--- src/rtl/dc_sram_like.sv ---
// rtl/dc_sram_like.sv - EX->MEM data-access stage driving an sram-like data bus
//
// Registers the EX-stage memory request and issues it on the req/addr_ok/data_ok
// bus with at most one transaction outstanding. The stage holds the pipeline
// through stallreq_for_dc until the access completes, then hands the load word to
// MEM next to the registered passthrough bus. A flushed transaction is drained to
// its data_ok and is never withdrawn from the bus.
//
// Optional feature macro: DC_ADDR_MAP_EN (kseg0/kseg1 -> physical address map).
//
// Ports:
//   clk, rst          clock, synchronous active-high reset
//   flush             exception/eret flush, clears the stage register
//   stall[7:0]        pipeline stall bus, 1 = stop; [5] EX->DC, [6] DC->MEM
//   ex_to_dc_bus      pipeline fields from EX, forwarded as dc_to_mem_bus
//   ex_mem_en/wen     access valid / byte write enables (0 = load)
//   ex_mem_addr/wdata virtual byte address / lane-aligned store data
//   ex_except         exception already flagged, suppresses the access
//   dc_to_mem_bus     registered ex_to_dc_bus
//   dc_rdata          load word for MEM, held until DC->MEM advances
//   stallreq_for_dc   access not yet complete
//   data_req/wr/size/addr/wdata  request side of the data bus
//   data_addr_ok/data_ok/rdata   accept / response side of the data bus

module dc_sram_like #(
    parameter int DC_TO_MEM_WD = 250
) (
    input  logic                    clk,
    input  logic                    rst,
    input  logic                    flush,
    input  logic [7:0]              stall,
    input  logic [DC_TO_MEM_WD-1:0] ex_to_dc_bus,
    input  logic                    ex_mem_en,
    input  logic [3:0]              ex_mem_wen,
    input  logic [31:0]             ex_mem_addr,
    input  logic [31:0]             ex_mem_wdata,
    input  logic                    ex_except,
    output logic [DC_TO_MEM_WD-1:0] dc_to_mem_bus,
    output logic [31:0]             dc_rdata,
    output logic                    stallreq_for_dc,
    output logic                    data_req,
    output logic                    data_wr,
    output logic [1:0]              data_size,
    output logic [31:0]             data_addr,
    output logic [31:0]             data_wdata,
    input  logic                    data_addr_ok,
    input  logic                    data_data_ok,
    input  logic [31:0]             data_rdata
);

    localparam logic STOP = 1'b1;

    typedef enum logic [1:0] {S_IDLE, S_REQ, S_WAIT, S_DONE} state_t;

    state_t state, state_nxt;
    logic   cancel, cancel_nxt;
    logic   done;
    logic   issue, complete, rdata_we;

    logic [DC_TO_MEM_WD-1:0] bus_r;
    logic                    en_r, except_r;
    logic [3:0]              wen_r;
    logic [31:0]             addr_r, wdata_r;

    logic                    wr_q;
    logic [1:0]              size_q;
    logic [31:0]             addr_q, wdata_q;

    logic [1:0]              iss_size;
    logic [31:0]             iss_addr, phys_addr;
    logic                    acc;
    logic                    reg_bubble, reg_load, reg_update;

    logic                    unused_stall;
    assign unused_stall = ^{stall[7], stall[4:0]};

    // Stage register: flush and bubble both clear it, so any update means the
    // instruction that was here has left the stage.
    assign reg_bubble = (stall[5] == STOP) && (stall[6] != STOP);
    assign reg_load   = (stall[5] != STOP);
    assign reg_update = flush || reg_bubble || reg_load;

    always_ff @(posedge clk) begin
        if (rst || flush || reg_bubble) begin
            bus_r    <= '0;
            en_r     <= 1'b0;
            wen_r    <= 4'd0;
            addr_r   <= 32'd0;
            wdata_r  <= 32'd0;
            except_r <= 1'b0;
        end else if (reg_load) begin
            bus_r    <= ex_to_dc_bus;
            en_r     <= ex_mem_en;
            wen_r    <= ex_mem_wen;
            addr_r   <= ex_mem_addr;
            wdata_r  <= ex_mem_wdata;
            except_r <= ex_except;
        end
    end

    assign dc_to_mem_bus = bus_r;
    assign acc           = en_r && !except_r;

    // Loads always fetch the aligned word; MEM picks the bytes out itself.
    always_comb begin
        iss_size = 2'd2;
        iss_addr = {addr_r[31:2], 2'b00};
        if (wen_r != 4'd0) begin
            iss_addr = addr_r;
            case (wen_r)
                4'b0001, 4'b0010, 4'b0100, 4'b1000:                   iss_size = 2'd0;
                4'b0011, 4'b0101, 4'b0110, 4'b1001, 4'b1010, 4'b1100: iss_size = 2'd1;
                default:                                              iss_size = 2'd2;
            endcase
        end
    end

`ifdef DC_ADDR_MAP_EN
    // kseg0/kseg1 are unmapped windows onto the low 512 MiB.
    assign phys_addr = (iss_addr[31:30] == 2'b10) ? {3'b000, iss_addr[28:0]} : iss_addr;
`else
    assign phys_addr = iss_addr;
`endif

    always_ff @(posedge clk) begin
        if (rst) begin
            state  <= S_IDLE;
            cancel <= 1'b0;
        end else begin
            state  <= state_nxt;
            cancel <= cancel_nxt;
        end
    end

    always_comb begin
        state_nxt  = state;
        cancel_nxt = cancel;
        issue      = 1'b0;
        complete   = 1'b0;
        rdata_we   = 1'b0;
        case (state)
            S_IDLE: begin
                if (acc && !done) begin
                    state_nxt = S_REQ;
                    issue     = 1'b1;
                end
            end
            S_REQ: begin
                if (flush) cancel_nxt = 1'b1;
                if (data_addr_ok) state_nxt = S_WAIT;
            end
            S_WAIT: begin
                if (flush) cancel_nxt = 1'b1;
                if (data_data_ok) begin
                    cancel_nxt = 1'b0;
                    // A flush landing on the response cycle also discards it.
                    if (cancel || flush) begin
                        state_nxt = S_IDLE;
                    end else begin
                        state_nxt = S_DONE;
                        complete  = 1'b1;
                        rdata_we  = !wr_q;
                    end
                end
            end
            S_DONE: begin
                if (stall[6] != STOP) state_nxt = S_IDLE;
            end
            default: state_nxt = S_IDLE;
        endcase
    end

    // Marks the access held in the stage register as already performed, so a
    // held instruction is never issued twice.
    always_ff @(posedge clk) begin
        if (rst || reg_update) begin
            done <= 1'b0;
        end else if (complete) begin
            done <= 1'b1;
        end
    end

    always_ff @(posedge clk) begin
        if (rst) begin
            wr_q    <= 1'b0;
            size_q  <= 2'd0;
            addr_q  <= 32'd0;
            wdata_q <= 32'd0;
        end else if (issue) begin
            wr_q    <= (wen_r != 4'd0);
            size_q  <= iss_size;
            addr_q  <= phys_addr;
            wdata_q <= wdata_r;
        end
    end

    always_ff @(posedge clk) begin
        if (rst) begin
            dc_rdata <= 32'd0;
        end else if (rdata_we) begin
            dc_rdata <= data_rdata;
        end
    end

    assign data_req        = (state == S_REQ);
    assign data_wr         = wr_q;
    assign data_size       = size_q;
    assign data_addr       = addr_q;
    assign data_wdata      = wdata_q;
    assign stallreq_for_dc = ((state == S_IDLE) && acc) || (state == S_REQ) || (state == S_WAIT);

endmodule

--- config.mk ---
export PLATFORM = sky130hd
export DESIGN_NAME = dc_sram_like
export DESIGN_NICKNAME = d
export VERILOG_FILES = /design/src/rtl/dc_sram_like.sv
export SDC_FILE = /design/constraint.sdc
export NUM_CORES = 1
export LEC_CHECK = 0
export ABC_CLOCK_PERIOD_IN_PS = 4700
export BUFFER_PORTS_ARGS = -buffer_cell sky130_fd_sc_hd__buf_4
export CAP_MARGIN = 25
export CORE_AREA = 4 4 280 282
export CTS_BUF_LIST = sky130_fd_sc_hd__clkbuf_2
export CTS_CLUSTER_DIAMETER = 30
export DETAILED_ROUTE_END_ITERATION = 16
export DIE_AREA = 0 0 284 286
export GPL_ROUTABILITY_DRIVEN = 0
export SETUP_SLACK_MARGIN = 0.3
export SLEW_MARGIN = 20
export SYNTH_ARGS = -nofsm -noshare
export SYNTH_HDL_FRONTEND = slang
export SYNTH_SLANG_ARGS = --single-unit
--- constraint.sdc ---
create_clock -name clk -period 4.7 [get_ports clk]
set_input_delay 0.94 -clock clk [delete_from_list [all_inputs] [get_ports clk]]
set_output_delay 0.94 -clock clk [all_outputs]
set_load 0.01 [all_outputs]
==> impl_metrics.xml, run 1 <==
<?xml version="1.0" encoding="UTF-8"?>
<metrics>
  <group name="setup_path">
    <metric name="sort_of_element_at_the_end_of_the_critical_path" unit="">output port</metric>
    <metric name="worst_ep_required_time" unit="ps">3760</metric>
    <metric name="critPathLaunchType" unit="">register</metric>
    <metric name="timing.critical_path.arrival" unit="ps">2190</metric>
    <metric name="critPathMaxFanout" unit="">6</metric>
    <metric name="worstSetupPathType" unit="">reg -&gt; out</metric>
    <metric name="worst_r2r_path_depth" unit="">7</metric>
  </group>
  <group name="synth">
    <metric name="yosys.area_share.xor_xnor" unit="%">0.05835</metric>
    <metric name="seq_area_frac_synth" unit="%">56.68</metric>
    <metric name="synth.area.mux_share" unit="%">21.36</metric>
    <metric name="post_synthesis_net_count" unit="">1887</metric>
    <metric name="ys_async_sr_fraction" unit="%">0</metric>
    <metric name="synthDominantAreaCellType" unit="">sky130_fd_sc_hd__dfxtp_1</metric>
    <metric name="synth.top_cells.by_count" unit="">sky130_fd_sc_hd__dfxtp_1, sky130_fd_sc_hd__nor2_1, sky130_fd_sc_hd__mux2i_1</metric>
    <metric name="synth.area.top_cells" unit="">sky130_fd_sc_hd__dfxtp_1, sky130_fd_sc_hd__mux2i_1, sky130_fd_sc_hd__nor2_1</metric>
    <metric name="yosys.cell_count.top_type" unit="">sky130_fd_sc_hd__dfxtp_1</metric>
    <metric name="synthAdderAreaFrac" unit="%">0.4168</metric>
    <metric name="synth-seq-cells" unit="">425</metric>
    <metric name="syn-instance-count" unit="">1517</metric>
    <metric name="syn_area_per_cell" unit="sq um">9.895</metric>
    <metric name="synth.distinct_cells" unit="">36</metric>
    <metric name="combinational_family_with_the_most_area_after_synthesis" unit="">multiplexers</metric>
    <metric name="synth_edf_count" unit="">0</metric>
    <metric name="synth_largest_type_area_fraction" unit="%">56.68</metric>
    <metric name="synth_top_flop_cell" unit="">sky130_fd_sc_hd__dfxtp_1</metric>
    <metric name="synth_area" unit="sq um">15010</metric>
    <metric name="yosysWarningCount" unit="">0</metric>
    <metric name="post_synth_and_or_nand_nor_area_fraction" unit="%">14.11</metric>
    <metric name="synth_compound_gate_area_share" unit="%">4.059</metric>
  </group>
  <group name="clock_network">
    <metric name="clock_tree_from_tritoncts" unit="">yes</metric>
    <metric name="clock_insertion_delay_worst_skew" unit="ps">1150</metric>
    <metric name="clockBufferDepth" unit="">3</metric>
    <metric name="numCtsBuffers" unit="">130</metric>
    <metric name="htree_num_levels" unit="">4</metric>
    <metric name="cts.reportedPaths.clkPinSlew" unit="ps">70</metric>
    <metric name="clk_root_buf" unit="">sky130_fd_sc_hd__clkbuf_2</metric>
    <metric name="cts_sinks" unit="">425</metric>
  </group>
  <group name="timing">
    <metric name="fin_setup_tns" unit="ps">0</metric>
    <metric name="final.hold.worst_slack" unit="ps">300.9</metric>
    <metric name="hold_violation_total_from_the_final_report" unit="">0</metric>
    <metric name="grt_setup_unrepaired" unit="">no</metric>
    <metric name="setup-violations-final" unit="">0</metric>
    <metric name="fin_crit_sh" unit="%">66.52</metric>
    <metric name="timing.clock.skew" unit="ps">72.42</metric>
    <metric name="period_minus_slack" unit="ps">3126</metric>
    <metric name="timing_worst_slew_pin_value" unit="ps">1197</metric>
    <metric name="report.final.slew_viol_count" unit="">0</metric>
    <metric name="slew_headroom" unit="%">20.23</metric>
    <metric name="fmax" unit="MHz">319.9</metric>
  </group>
  <group name="final_layout">
    <metric name="finish.net_count" unit="">3005</metric>
    <metric name="layout-drive-gt1-share" unit="%">34.18</metric>
    <metric name="flow.area_growth_from_synthesis" unit="%">74.11</metric>
    <metric name="layout.core_utilization" unit="%">34.53</metric>
  </group>
  <group name="power_and_ir_drop">
    <metric name="total_switching_power" unit="mW">2.217</metric>
    <metric name="switching_share" unit="%">28.31</metric>
    <metric name="power.clock.fraction" unit="%">37.4</metric>
    <metric name="power_density" unit="nW/um^2">299.6</metric>
    <metric name="power.static_leakage" unit="nW">12.12</metric>
    <metric name="post-layout-total-power" unit="mW">7.831</metric>
    <metric name="ir_worst_vdd" unit="mV">0.1859</metric>
    <metric name="internal-power" unit="mW">5.614</metric>
    <metric name="share_seq_of_total_power" unit="%">47.9</metric>
    <metric name="power_frac_comb" unit="%">14.7</metric>
  </group>
  <group name="floorplanning">
    <metric name="floorplan.io_pins" unit="">716</metric>
    <metric name="design.core.area" unit="sq um">75700</metric>
    <metric name="rows" unit="">101</metric>
    <metric name="dieWidth" unit="um">284</metric>
    <metric name="start_util" unit="%">19.83</metric>
    <metric name="die-area" unit="sq um">81220</metric>
    <metric name="floorplan.die.height" unit="um">286</metric>
  </group>
  <group name="detailed_routing">
    <metric name="antenna_violating_nets_post_route" unit="">0</metric>
    <metric name="drt_iter0_drc" unit="">559</metric>
    <metric name="number_of_vias_per_cell_after_detailed_routing" unit="">4.019</metric>
    <metric name="via_count" unit="">14885</metric>
    <metric name="routed_wirelength" unit="um">59440</metric>
    <metric name="wl_per_cell" unit="um">16.05</metric>
    <metric name="drcViolationCount" unit="">0</metric>
    <metric name="drt_pre_antenna_iters" unit="">4</metric>
  </group>
  <group name="grt">
    <metric name="via_count_of_the_first_global_routing_pass" unit="">15415</metric>
    <metric name="initial_antenna_violation_count" unit="">6</metric>
    <metric name="grt_max_degree" unit="">151</metric>
    <metric name="grt_remaining_overflow" unit="">0</metric>
    <metric name="grt_first_pass_wirelength" unit="um">88500</metric>
    <metric name="grt_util_all_layers" unit="%">13.89</metric>
  </group>
  <group name="place">
    <metric name="port-buffer-count" unit="">709</metric>
    <metric name="dp_hpwl" unit="um">39480</metric>
  </group>
  <group name="outcome">
    <metric name="status" unit="">complete, no violations</metric>
  </group>
  <group name="flow_run">
    <metric name="max-cap-violations" unit="">0</metric>
  </group>
  <group name="hold_path">
    <metric name="hold_path_class" unit="">in -&gt; reg</metric>
    <metric name="holdPathStages" unit="">3</metric>
  </group>
</metrics>
## final timing paths
check | start | endpoint | slack [ps]
worst min register to register | wdata_r[4]$_SDFFE_PP0N_ | data_wdata[4]$_SDFFE_PP0P_ | 410
worst max register to register | state[0]$_SDFFE_PP0P_ | dc_rdata[25]$_SDFFE_PP0P_ | 2210
worst max-delay path | state[0]$_SDFFE_PP0P_ | stallreq_for_dc | 1570
worst min-delay path | ex_mem_wen[0] | wen_r[0]$_SDFFE_PP0N_ | 300
## metrics by stage
step | area [sq um] | worst slack [ps] | cells
global placement | 21260 | 1550 | 3113
finish | 26140 | 1574 | 3704
CTS | 26120 | 1264 | 3699
global route | 26140 | 1219 | 3704
floorplan | 15010 | 2345 | 1517
detailed placement | 21260 | 1536 | 3113
## sequential cells by signal, indices dropped and copies added (netlist names), named ones only
name	cells
data_addr	32
data_wr	1
en_r	1
dc_to_mem_bus	250
done	1
state	2
data_wdata	32
cancel	1
except_r	1
addr_r	32
wen_r	4
wdata_r	32
dc_rdata	32
data_size	2
## layout by cell type (no fill, tap or decap), types with 3 or more instances in the layout
cell type	n
sky130_fd_sc_hd__diode_2	5
sky130_fd_sc_hd__inv_2	5
sky130_fd_sc_hd__bufinv_16	4
sky130_fd_sc_hd__clkbuf_2	180
sky130_fd_sc_hd__nand2_1	196
sky130_fd_sc_hd__nor2_1	325
sky130_fd_sc_hd__clkinv_4	4
sky130_fd_sc_hd__buf_4	716
sky130_fd_sc_hd__nand2b_1	4
sky130_fd_sc_hd__inv_1	6
sky130_fd_sc_hd__nand3_1	5
sky130_fd_sc_hd__clkinv_1	20
sky130_fd_sc_hd__clkinv_2	4
sky130_fd_sc_hd__a21oi_1	99
sky130_fd_sc_hd__buf_12	4
sky130_fd_sc_hd__a311oi_1	3
sky130_fd_sc_hd__dfxtp_1	425
sky130_fd_sc_hd__ha_1	5
sky130_fd_sc_hd__mux2i_1	318
sky130_fd_sc_hd__dlygate4sd3_1	368
## worst max-delay path: stages, from the launching register on
cell and delay [ps]:
sky130_fd_sc_hd__dfxtp_1 400, sky130_fd_sc_hd__inv_1 80, sky130_fd_sc_hd__ha_1 280, sky130_fd_sc_hd__nor2_1 130, sky130_fd_sc_hd__nand2_1 70, sky130_fd_sc_hd__buf_4 150
## power groups by stage
| stage | Clock [mW] | Combinational, mW | Sequential [mW] |
|---|---|---|---|
| 6_report | 2.93 | 1.15 | 3.75 |
| 5_1_grt | 3.29 | 1.24 | 3.76 |
| 4_1_cts | 3.11 | 1.15 | 3.75 |
| 3_5_place_dp | 0 | 0.888 | 3.83 |
| 3_3_place_gp | 0 | 0.882 | 3.83 |
| 2_1_floorplan | 0 | 0.393 | 3.85 |
## cell type report
cell class | count | area, sq um
fillers | 7689 | 49560
repair buffers | 1089 | 9154
flip-flops and latches | 425 | 8508
multi-input cells | 982 | 6028
well taps | 978 | 1224
clock buffers | 180 | 900.9
clock inverters | 38 | 281.5
inverters | 7 | 26.28
diodes | 5 | 12.51
## layer usage
| layer | vias to the layer above | part of all wire [%] | GRT usage [%] |
|---|---|---|---|
| li1 | 7332 | - | - |
| met1 | 6851 | 40 | 15.63 |
| met2 | 535 | 49 | 23.04 |
| met3 | 163 | 7.9 | 5.347 |
| met4 | 4 | 3.7 | 6.935 |
| met5 | - | 0.035 | 0 |
## timing repair
item | 4_1_cts | 5_1_grt
hold buffers | 368 | 0
gates resized for setup | 0 | 0
buffers inserted | 0 | 0
hold endpoints to repair | 357 | 0
## cell families after synthesis
kind of cell    count (synthesis)
compound gates                110
simple gates                  546
flops                         425
fa+ha+maj                       5
buf+inv                       110
xor+xnor                        1
mux                           320
Power figures use the tool's default switching activity.
==> inputs of run 2 (changes only) <==
--- a/config.mk
+++ b/config.mk
@@ -5,7 +5,7 @@
 export SDC_FILE = /design/constraint.sdc
 export NUM_CORES = 1
 export LEC_CHECK = 0
-export ABC_CLOCK_PERIOD_IN_PS = 4700
+export ABC_CLOCK_PERIOD_IN_PS = 2600
 export BUFFER_PORTS_ARGS = -buffer_cell sky130_fd_sc_hd__buf_4
 export CAP_MARGIN = 25
 export CORE_AREA = 4 4 280 282
==> constraint.sdc (replaced) <==
create_clock -name clk -period 2.6 [get_ports clk]
set_input_delay 0.52 -clock clk [delete_from_list [all_inputs] [get_ports clk]]
set_output_delay 0.52 -clock clk [all_outputs]
set_load 0.01 [all_outputs]
==> impl_metrics.xml, run 2 <==
<?xml version="1.0" encoding="UTF-8"?>
<metrics>
  <group name="clock_network">
    <metric name="cts_repair_resize_count" unit="">712</metric>
    <metric name="numCtsBuffers" unit="">134</metric>
    <metric name="post_cts.repair.setup_buffers" unit="">11</metric>
    <metric name="clk_root_buf" unit="">sky130_fd_sc_hd__clkbuf_2</metric>
    <metric name="htree_num_levels" unit="">4</metric>
    <metric name="cts-hold-fix-buffers" unit="">673</metric>
    <metric name="clockBufferDepth" unit="">3</metric>
    <metric name="cts_sinks" unit="">425</metric>
  </group>
  <group name="synth">
    <metric name="syn-instance-count" unit="">1517</metric>
    <metric name="synth.area.top_cells" unit="">sky130_fd_sc_hd__dfxtp_1, sky130_fd_sc_hd__mux2i_1, sky130_fd_sc_hd__nor2_1</metric>
    <metric name="yosysWarningCount" unit="">0</metric>
    <metric name="synth_top_flop_cell" unit="">sky130_fd_sc_hd__dfxtp_1</metric>
    <metric name="synth_area" unit="sq um">15010</metric>
    <metric name="synth-seq-cells" unit="">425</metric>
    <metric name="ys_async_sr_fraction" unit="%">0</metric>
    <metric name="synth.distinct_cells" unit="">36</metric>
    <metric name="yosys.cell_count.top_type" unit="">sky130_fd_sc_hd__dfxtp_1</metric>
    <metric name="post_synthesis_net_count" unit="">1887</metric>
    <metric name="synth_largest_type_area_fraction" unit="%">56.68</metric>
    <metric name="seq_area_frac_synth" unit="%">56.68</metric>
    <metric name="syn_area_per_cell" unit="sq um">9.895</metric>
    <metric name="synthDominantAreaCellType" unit="">sky130_fd_sc_hd__dfxtp_1</metric>
    <metric name="synth_edf_count" unit="">0</metric>
    <metric name="synth.top_cells.by_count" unit="">sky130_fd_sc_hd__dfxtp_1, sky130_fd_sc_hd__nor2_1, sky130_fd_sc_hd__mux2i_1</metric>
  </group>
  <group name="outcome">
    <metric name="error_line" unit="">[ERROR RSZ-0060] Max buffer count reached.</metric>
    <metric name="lastStage" unit="">clock tree synthesis</metric>
    <metric name="status" unit="">stopped before the end</metric>
  </group>
  <group name="floorplanning">
    <metric name="floorplan.die.height" unit="um">286</metric>
    <metric name="dieWidth" unit="um">284</metric>
    <metric name="start_util" unit="%">19.83</metric>
    <metric name="rows" unit="">101</metric>
    <metric name="floorplan.io_pins" unit="">716</metric>
  </group>
  <group name="place">
    <metric name="dp_hpwl" unit="um">39880</metric>
    <metric name="place_ws" unit="ps">486.3</metric>
    <metric name="port-buffer-count" unit="">709</metric>
  </group>
</metrics>
run 2: cells by family after synthesis:
kind of cell             synth area share (%)
AND/OR/NAND/NOR                         14.11
AO/OA/AOI/OAI                           4.059
multiplexers                            21.36
buffers and inverters                   3.317
adder cells (fa/ha/maj)                0.4168
XOR/XNOR                              0.05836
flip-flops                              56.68
run 2: through the flow:
stage / hold slack (ps) / cells / cell area, sq um / utilization (%)
2_1_floorplan: 431.5 / 1517 / 15010 / -
3_3_place_gp: 439.7 / 3123 / 21410 / 28.28
3_5_place_dp: 444.4 / 3123 / 21410 / 28.28
==> inputs of run 3 (changes only) <==
==> config.mk (replaced) <==
export PLATFORM = sky130hd
export DESIGN_NAME = dc_sram_like
export DESIGN_NICKNAME = d
export VERILOG_FILES = /design/src/rtl/dc_sram_like.sv
export SDC_FILE = /design/constraint.sdc
export NUM_CORES = 1
export LEC_CHECK = 0
export ABC_CLOCK_PERIOD_IN_PS = 3400
export BUFFER_PORTS_ARGS = -buffer_cell sky130_fd_sc_hd__buf_4
export CAP_MARGIN = 25
export CORE_MARGIN = 4
export CORE_UTILIZATION = 21
export DETAILED_ROUTE_END_ITERATION = 16
export GPL_ROUTABILITY_DRIVEN = 0
export PLACE_DENSITY_LB_ADDON = 0.15
export SLEW_MARGIN = 20
export SYNTH_ARGS = -nofsm -noshare
export SYNTH_HDL_FRONTEND = slang
export SYNTH_SLANG_ARGS = --single-unit
==> constraint.sdc (replaced) <==
create_clock -name clk -period 3.4 [get_ports clk]
set_input_delay 0.68 -clock clk [delete_from_list [all_inputs] [get_ports clk]]
set_output_delay 0.68 -clock clk [all_outputs]
set_load 0.01 [all_outputs]
==> impl_metrics.xml, run 3 (synthesis gave the netlist of run 1 again) <==
<?xml version="1.0" encoding="UTF-8"?>
<metrics>
  <group name="setup_path">
    <metric name="worst_r2r_path_depth" unit="">7</metric>
    <metric name="timing.critical_path.arrival" unit="ps">1660</metric>
    <metric name="worstSetupPathType" unit="">reg -&gt; out</metric>
    <metric name="critPathLaunchType" unit="">register</metric>
    <metric name="worst_r2r_endpoint" unit="">dc_rdata[8]$_SDFFE_PP0P_</metric>
    <metric name="regToRegSetupSlack" unit="ps">1220</metric>
    <metric name="worst_ep_required_time" unit="ps">2720</metric>
    <metric name="regToRegStartpoint" unit="">state[0]$_SDFFE_PP0P_</metric>
    <metric name="sort_of_element_at_the_end_of_the_critical_path" unit="">output port</metric>
    <metric name="critPathMaxFanout" unit="">5</metric>
  </group>
  <group name="clock_network">
    <metric name="cts-hold-fix-buffers" unit="">0</metric>
    <metric name="post_cts.repair.setup_buffers" unit="">0</metric>
    <metric name="clk_root_buf" unit="">sky130_fd_sc_hd__clkbuf_16</metric>
    <metric name="cts_sinks" unit="">425</metric>
    <metric name="numCtsBuffers" unit="">52</metric>
    <metric name="clockBufferDepth" unit="">3</metric>
    <metric name="cts.reportedPaths.clkPinSlew" unit="ps">60</metric>
    <metric name="clock_tree_from_tritoncts" unit="">yes</metric>
    <metric name="htree_num_levels" unit="">2</metric>
    <metric name="clock_insertion_delay_worst_skew" unit="ps">590</metric>
    <metric name="cts_repair_resize_count" unit="">0</metric>
  </group>
  <group name="timing">
    <metric name="hold_violation_total_from_the_final_report" unit="">0</metric>
    <metric name="period_minus_slack" unit="ps">2343</metric>
    <metric name="fin_setup_tns" unit="ps">0</metric>
    <metric name="setup-violations-final" unit="">0</metric>
    <metric name="grt_setup_unrepaired" unit="">no</metric>
    <metric name="timing.clock.skew" unit="ps">21.95</metric>
    <metric name="fin_crit_sh" unit="%">68.92</metric>
    <metric name="report.final.slew_viol_count" unit="">0</metric>
    <metric name="fmax" unit="MHz">426.8</metric>
    <metric name="timing_worst_slew_pin_value" unit="ps">1245</metric>
    <metric name="slew_headroom" unit="%">17.02</metric>
  </group>
  <group name="detailed_routing">
    <metric name="routed_wirelength" unit="um">58260</metric>
    <metric name="drcViolationCount" unit="">0</metric>
    <metric name="antenna_violating_nets_post_route" unit="">0</metric>
    <metric name="wl_per_cell" unit="um">18.34</metric>
    <metric name="via_count" unit="">12905</metric>
    <metric name="drt_pre_antenna_iters" unit="">4</metric>
    <metric name="number_of_vias_per_cell_after_detailed_routing" unit="">4.062</metric>
    <metric name="drt_iter0_drc" unit="">464</metric>
  </group>
  <group name="floorplanning">
    <metric name="rows" unit="">97</metric>
    <metric name="dieWidth" unit="um">275.4</metric>
    <metric name="die-area" unit="sq um">75820</metric>
    <metric name="floorplan.io_pins" unit="">716</metric>
    <metric name="start_util" unit="%">21.32</metric>
    <metric name="floorplan.die.height" unit="um">275.4</metric>
    <metric name="design.core.area" unit="sq um">70390</metric>
  </group>
  <group name="hold_path">
    <metric name="hold_path_class" unit="">in -&gt; reg</metric>
    <metric name="hold_path.startpoint" unit="">ex_mem_wdata[14]</metric>
    <metric name="holdPathStages" unit="">3</metric>
    <metric name="worst_hold_endpoint" unit="">wdata_r[14]$_SDFFE_PP0N_</metric>
  </group>
  <group name="power_and_ir_drop">
    <metric name="power.static_leakage" unit="nW">10.56</metric>
    <metric name="ir_worst_vdd" unit="mV">0.3453</metric>
    <metric name="post-layout-total-power" unit="mW">11.76</metric>
    <metric name="power_density" unit="nW/um^2">512.9</metric>
  </group>
  <group name="final_layout">
    <metric name="most_frequent_cells_in_the_layout" unit="">sky130_fd_sc_hd__buf_4, sky130_fd_sc_hd__dfxtp_1, sky130_fd_sc_hd__nor2_1</metric>
    <metric name="finish.instance_area" unit="sq um">22930</metric>
    <metric name="layout-drive-gt1-share" unit="%">36.32</metric>
    <metric name="largest_register_ff_count" unit="">250</metric>
    <metric name="layout_commonest_cell" unit="">sky130_fd_sc_hd__buf_4</metric>
    <metric name="flow.area_growth_from_synthesis" unit="%">52.78</metric>
    <metric name="finish.net_count" unit="">2560</metric>
  </group>
  <group name="outcome">
    <metric name="status" unit="">complete, no violations</metric>
  </group>
  <group name="grt">
    <metric name="grt_remaining_overflow" unit="">0</metric>
    <metric name="grt_max_degree" unit="">153</metric>
    <metric name="grt_util_all_layers" unit="%">14.45</metric>
    <metric name="via_count_of_the_first_global_routing_pass" unit="">12869</metric>
    <metric name="initial_antenna_violation_count" unit="">9</metric>
    <metric name="grt_first_pass_wirelength" unit="um">83190</metric>
  </group>
  <group name="place">
    <metric name="port-buffer-count" unit="">709</metric>
    <metric name="placement_cell_area" unit="sq um">21260</metric>
    <metric name="dp_hpwl" unit="um">43090</metric>
  </group>
  <group name="flow_run">
    <metric name="max-cap-violations" unit="">0</metric>
  </group>
</metrics>
-- run 3: layout make-up --
type | count | area, sq um
Inverter | 7 | 26.28
Timing Repair Buffer | 722 | 5523
Clock inverter | 10 | 71.32
Sequential cell | 425 | 8508
Fill cell | 7472 | 47460
Antenna cell | 7 | 17.52
Tap cell | 940 | 1176
Clock buffer | 84 | 1583
Multi-Input combinational cell | 982 | 6028
-- run 3: worst max path at each step --
stage	from	slack, ps	end	cells past startpoint
6_report	state[0]$_SDFFE_PP0P_	1060	stallreq_for_dc	5
5_1_grt	state[0]$_SDFFE_PP0P_	920	stallreq_for_dc	5
4_1_cts	state[0]$_SDFFE_PP0P_	1000	stallreq_for_dc	5
3_5_place_dp	stall[5]	740	dc_to_mem_bus[85]$_SDFFE_PP0N_	5
3_3_place_gp	stall[5]	790	wdata_r[10]$_SDFFE_PP0N_	5
2_1_floorplan	rst	1300	register	7
-- run 3: power by group --
group	internal, mW	switching, mW	total, mW
sequential	5.11	0.0804	5.19
combinational	0.647	0.574	1.22
clock	3.17	2.18	5.35
-- run 3: stage by stage --
stage               cells  setup slack (ps)  hold WS (ps)  util (%)
finish               3177              1057         314.5     32.58
global route         3172             923.5         285.4     32.56
CTS                  3170             998.5         266.2     32.55
detailed placement   3076             737.3         444.3     30.20
global placement     3075             794.4         435.1     30.18
floorplan            1517              1305         431.5         -
-- run 3: routing by layer --
metal	GRT usage, %	vias to the layer above	wire length (um)
li1	-	6368	-
met3	5.111	94	5004
met4	5.228	6	1918
met2	25.49	400	29170
met5	0	-	40
met1	16.09	6037	22130
-- run 3: worst max-delay path, cell delays in order (launching register included) --
cell                       delay [ps]
sky130_fd_sc_hd__dfxtp_1          390
sky130_fd_sc_hd__inv_1             80
sky130_fd_sc_hd__ha_1             220
sky130_fd_sc_hd__nand3b_1         170
sky130_fd_sc_hd__nand2_1           70
sky130_fd_sc_hd__buf_4            150
==> inputs of run 4 (changes only) <==
--- a/config.mk
+++ b/config.mk
@@ -5,7 +5,7 @@
 export SDC_FILE = /design/constraint.sdc
 export NUM_CORES = 1
 export LEC_CHECK = 0
-export ABC_CLOCK_PERIOD_IN_PS = 3400
+export ABC_CLOCK_PERIOD_IN_PS = 2300
 export BUFFER_PORTS_ARGS = -buffer_cell sky130_fd_sc_hd__buf_4
 export CAP_MARGIN = 25
 export CORE_MARGIN = 4
==> constraint.sdc (replaced) <==
create_clock -name clk -period 2.3 [get_ports clk]
set_input_delay 0.46 -clock clk [delete_from_list [all_inputs] [get_ports clk]]
set_output_delay 0.46 -clock clk [all_outputs]
set_load 0.01 [all_outputs]
==> impl_metrics.xml, run 4 (synthesis gave the netlist of run 1 again) <==
<?xml version="1.0" encoding="UTF-8"?>
<metrics>
  <group name="timing">
    <metric name="slew_headroom" unit="%">50.79</metric>
    <metric name="timing.clock.skew" unit="ps">11.17</metric>
    <metric name="setup-violations-final" unit="">0</metric>
    <metric name="timing_worst_slew_pin_value" unit="ps">738.2</metric>
    <metric name="fmax" unit="MHz">469.0</metric>
    <metric name="hold_violation_total_from_the_final_report" unit="">0</metric>
    <metric name="grt_setup_unrepaired" unit="">no</metric>
    <metric name="final.hold.worst_slack" unit="ps">117.1</metric>
    <metric name="worst_slack" unit="ps">168.0</metric>
    <metric name="report.final.slew_viol_count" unit="">0</metric>
    <metric name="fin_setup_tns" unit="ps">0</metric>
    <metric name="fin_crit_sh" unit="%">92.70</metric>
    <metric name="period_minus_slack" unit="ps">2132</metric>
  </group>
  <group name="floorplanning">
    <metric name="design.core.area" unit="sq um">70390</metric>
    <metric name="start_util" unit="%">21.32</metric>
    <metric name="floorplan.io_pins" unit="">716</metric>
    <metric name="rows" unit="">97</metric>
    <metric name="floorplan.die.height" unit="um">275.4</metric>
    <metric name="dieWidth" unit="um">275.4</metric>
    <metric name="die-area" unit="sq um">75820</metric>
  </group>
  <group name="place">
    <metric name="placement_cell_area" unit="sq um">21380</metric>
    <metric name="dp_hpwl" unit="um">44040</metric>
    <metric name="port-buffer-count" unit="">709</metric>
    <metric name="place_inst" unit="">3091</metric>
    <metric name="place_ws" unit="ps">239.8</metric>
  </group>
  <group name="flow_run">
    <metric name="max-cap-violations" unit="">0</metric>
  </group>
  <group name="setup_path">
    <metric name="regToRegStartpoint" unit="">state[0]$_SDFFE_PP0P_</metric>
    <metric name="worst_path_largest_cell_delay" unit="ps">390</metric>
    <metric name="timing.critical_path.arrival" unit="ps">1670</metric>
    <metric name="series_of_cell_instances_along_the_critical_path" unit="">inv_1 &gt; ha_1 &gt; nand3b_1 &gt; nand2_1 &gt; buf_4</metric>
    <metric name="worstSetupPathType" unit="">reg -&gt; out</metric>
    <metric name="critPathLaunchType" unit="">register</metric>
    <metric name="worst_r2r_path_depth" unit="">7</metric>
    <metric name="critical_path.top_delay_family" unit="">flip-flops</metric>
    <metric name="regToRegSetupSlack" unit="ps">340</metric>
    <metric name="sort_of_element_at_the_end_of_the_critical_path" unit="">output port</metric>
    <metric name="cp_num_buf_inv" unit="">2</metric>
    <metric name="critPathMaxFanout" unit="">5</metric>
    <metric name="worst_ep_required_time" unit="ps">1840</metric>
    <metric name="worst_path_max_delay_cell" unit="">sky130_fd_sc_hd__dfxtp_1</metric>
    <metric name="worst_r2r_endpoint" unit="">data_wdata[26]$_SDFFE_PP0P_</metric>
  </group>
  <group name="power_and_ir_drop">
    <metric name="power.static_leakage" unit="nW">10.67</metric>
    <metric name="post-layout-total-power" unit="mW">17.63</metric>
    <metric name="ir_worst_vdd" unit="mV">0.5026</metric>
    <metric name="power_density" unit="nW/um^2">763.2</metric>
  </group>
  <group name="clock_network">
    <metric name="clock_tree_from_tritoncts" unit="">yes</metric>
    <metric name="post_cts.repair.setup_buffers" unit="">0</metric>
    <metric name="cts-hold-fix-buffers" unit="">0</metric>
    <metric name="clk_root_buf" unit="">sky130_fd_sc_hd__clkbuf_16</metric>
    <metric name="clockBufferDepth" unit="">3</metric>
    <metric name="clock_insertion_delay_worst_skew" unit="ps">570</metric>
    <metric name="cts_repair_resize_count" unit="">0</metric>
    <metric name="cts_sinks" unit="">425</metric>
    <metric name="cts.reportedPaths.clkPinSlew" unit="ps">60</metric>
    <metric name="numCtsBuffers" unit="">51</metric>
    <metric name="htree_num_levels" unit="">2</metric>
  </group>
  <group name="final_layout">
    <metric name="finish.net_count" unit="">2574</metric>
    <metric name="finish.instance_area" unit="sq um">23090</metric>
    <metric name="layout.core_utilization" unit="%">32.81</metric>
    <metric name="instances_no_fill" unit="">3187</metric>
    <metric name="flow.area_growth_from_synthesis" unit="%">53.85</metric>
    <metric name="most_frequent_cells_in_the_layout" unit="">sky130_fd_sc_hd__buf_4, sky130_fd_sc_hd__dfxtp_1, sky130_fd_sc_hd__nor2_1</metric>
    <metric name="layout_commonest_cell" unit="">sky130_fd_sc_hd__buf_4</metric>
    <metric name="layout-drive-gt1-share" unit="%">36.79</metric>
    <metric name="largest_register_ff_count" unit="">250</metric>
  </group>
  <group name="hold_path">
    <metric name="holdPathStages" unit="">3</metric>
    <metric name="worst_hold_endpoint" unit="">wdata_r[6]$_SDFFE_PP0N_</metric>
    <metric name="hold_path.startpoint" unit="">ex_mem_wdata[6]</metric>
    <metric name="hold_path_class" unit="">in -&gt; reg</metric>
  </group>
  <group name="grt">
    <metric name="grt_first_pass_wirelength" unit="um">83580</metric>
    <metric name="initial_antenna_violation_count" unit="">9</metric>
    <metric name="via_count_of_the_first_global_routing_pass" unit="">12917</metric>
    <metric name="grt_max_degree" unit="">102</metric>
    <metric name="grt_util_all_layers" unit="%">14.54</metric>
    <metric name="grt_remaining_overflow" unit="">0</metric>
  </group>
  <group name="detailed_routing">
    <metric name="drt_iter0_drc" unit="">486</metric>
    <metric name="drcViolationCount" unit="">0</metric>
    <metric name="antenna_violating_nets_post_route" unit="">0</metric>
    <metric name="drt_pre_antenna_iters" unit="">4</metric>
    <metric name="routed_wirelength" unit="um">58810</metric>
    <metric name="wl_per_cell" unit="um">18.45</metric>
    <metric name="number_of_vias_per_cell_after_detailed_routing" unit="">4.069</metric>
    <metric name="via_count" unit="">12967</metric>
  </group>
  <group name="outcome">
    <metric name="status" unit="">complete, no violations</metric>
  </group>
</metrics>
[run 4: how the worst max path moves through the flow]
stage / from / endpoint / cells after the start
floorplan: rst / register / 7
global placement: rst / data_size[1]$_SDFFE_PP0P_ / 4
finish: state[0]$_SDFFE_PP0P_ / stallreq_for_dc / 5
CTS: state[0]$_SDFFE_PP0P_ / stallreq_for_dc / 5
detailed placement: rst / data_size[1]$_SDFFE_PP0P_ / 4
global route: state[0]$_SDFFE_PP0P_ / stallreq_for_dc / 5
[run 4: metal layers]
metal	vias to the layer above	routed length (um)	share of wire, %	global-route usage (%)
li1	6395	-	-	-
met1	6054	22580	38	16.26
met2	411	29310	50	25.60
met3	103	5092	8.7	5.181
met4	4	1801	3.1	5.094
met5	-	15	0.026	0
[run 4: final cells by class]
class	instances	area, sq um
diodes	7	17.52
clock buffers	81	1582
clock inverters	8	115.1
fillers	7380	47300
inverters	7	26.28
multi-input cells	982	6028
flip-flops and latches	425	8508
well taps	940	1176
repair buffers	737	5640
[run 4: power breakdown]
group          internal [mW]  switching, mW  total [mW]  leakage, nW
sequential              7.56          0.121        7.68         3.45
combinational          0.965          0.859        1.82         6.38
clock                   5.00           3.13        8.12        0.838
total                   13.5           4.11        17.6         10.7
[run 4: tightest hold or removal path: stages]
cell	delay (ps)
sky130_fd_sc_hd__buf_4	70
sky130_fd_sc_hd__mux2i_1	50
sky130_fd_sc_hd__nor2_1	70
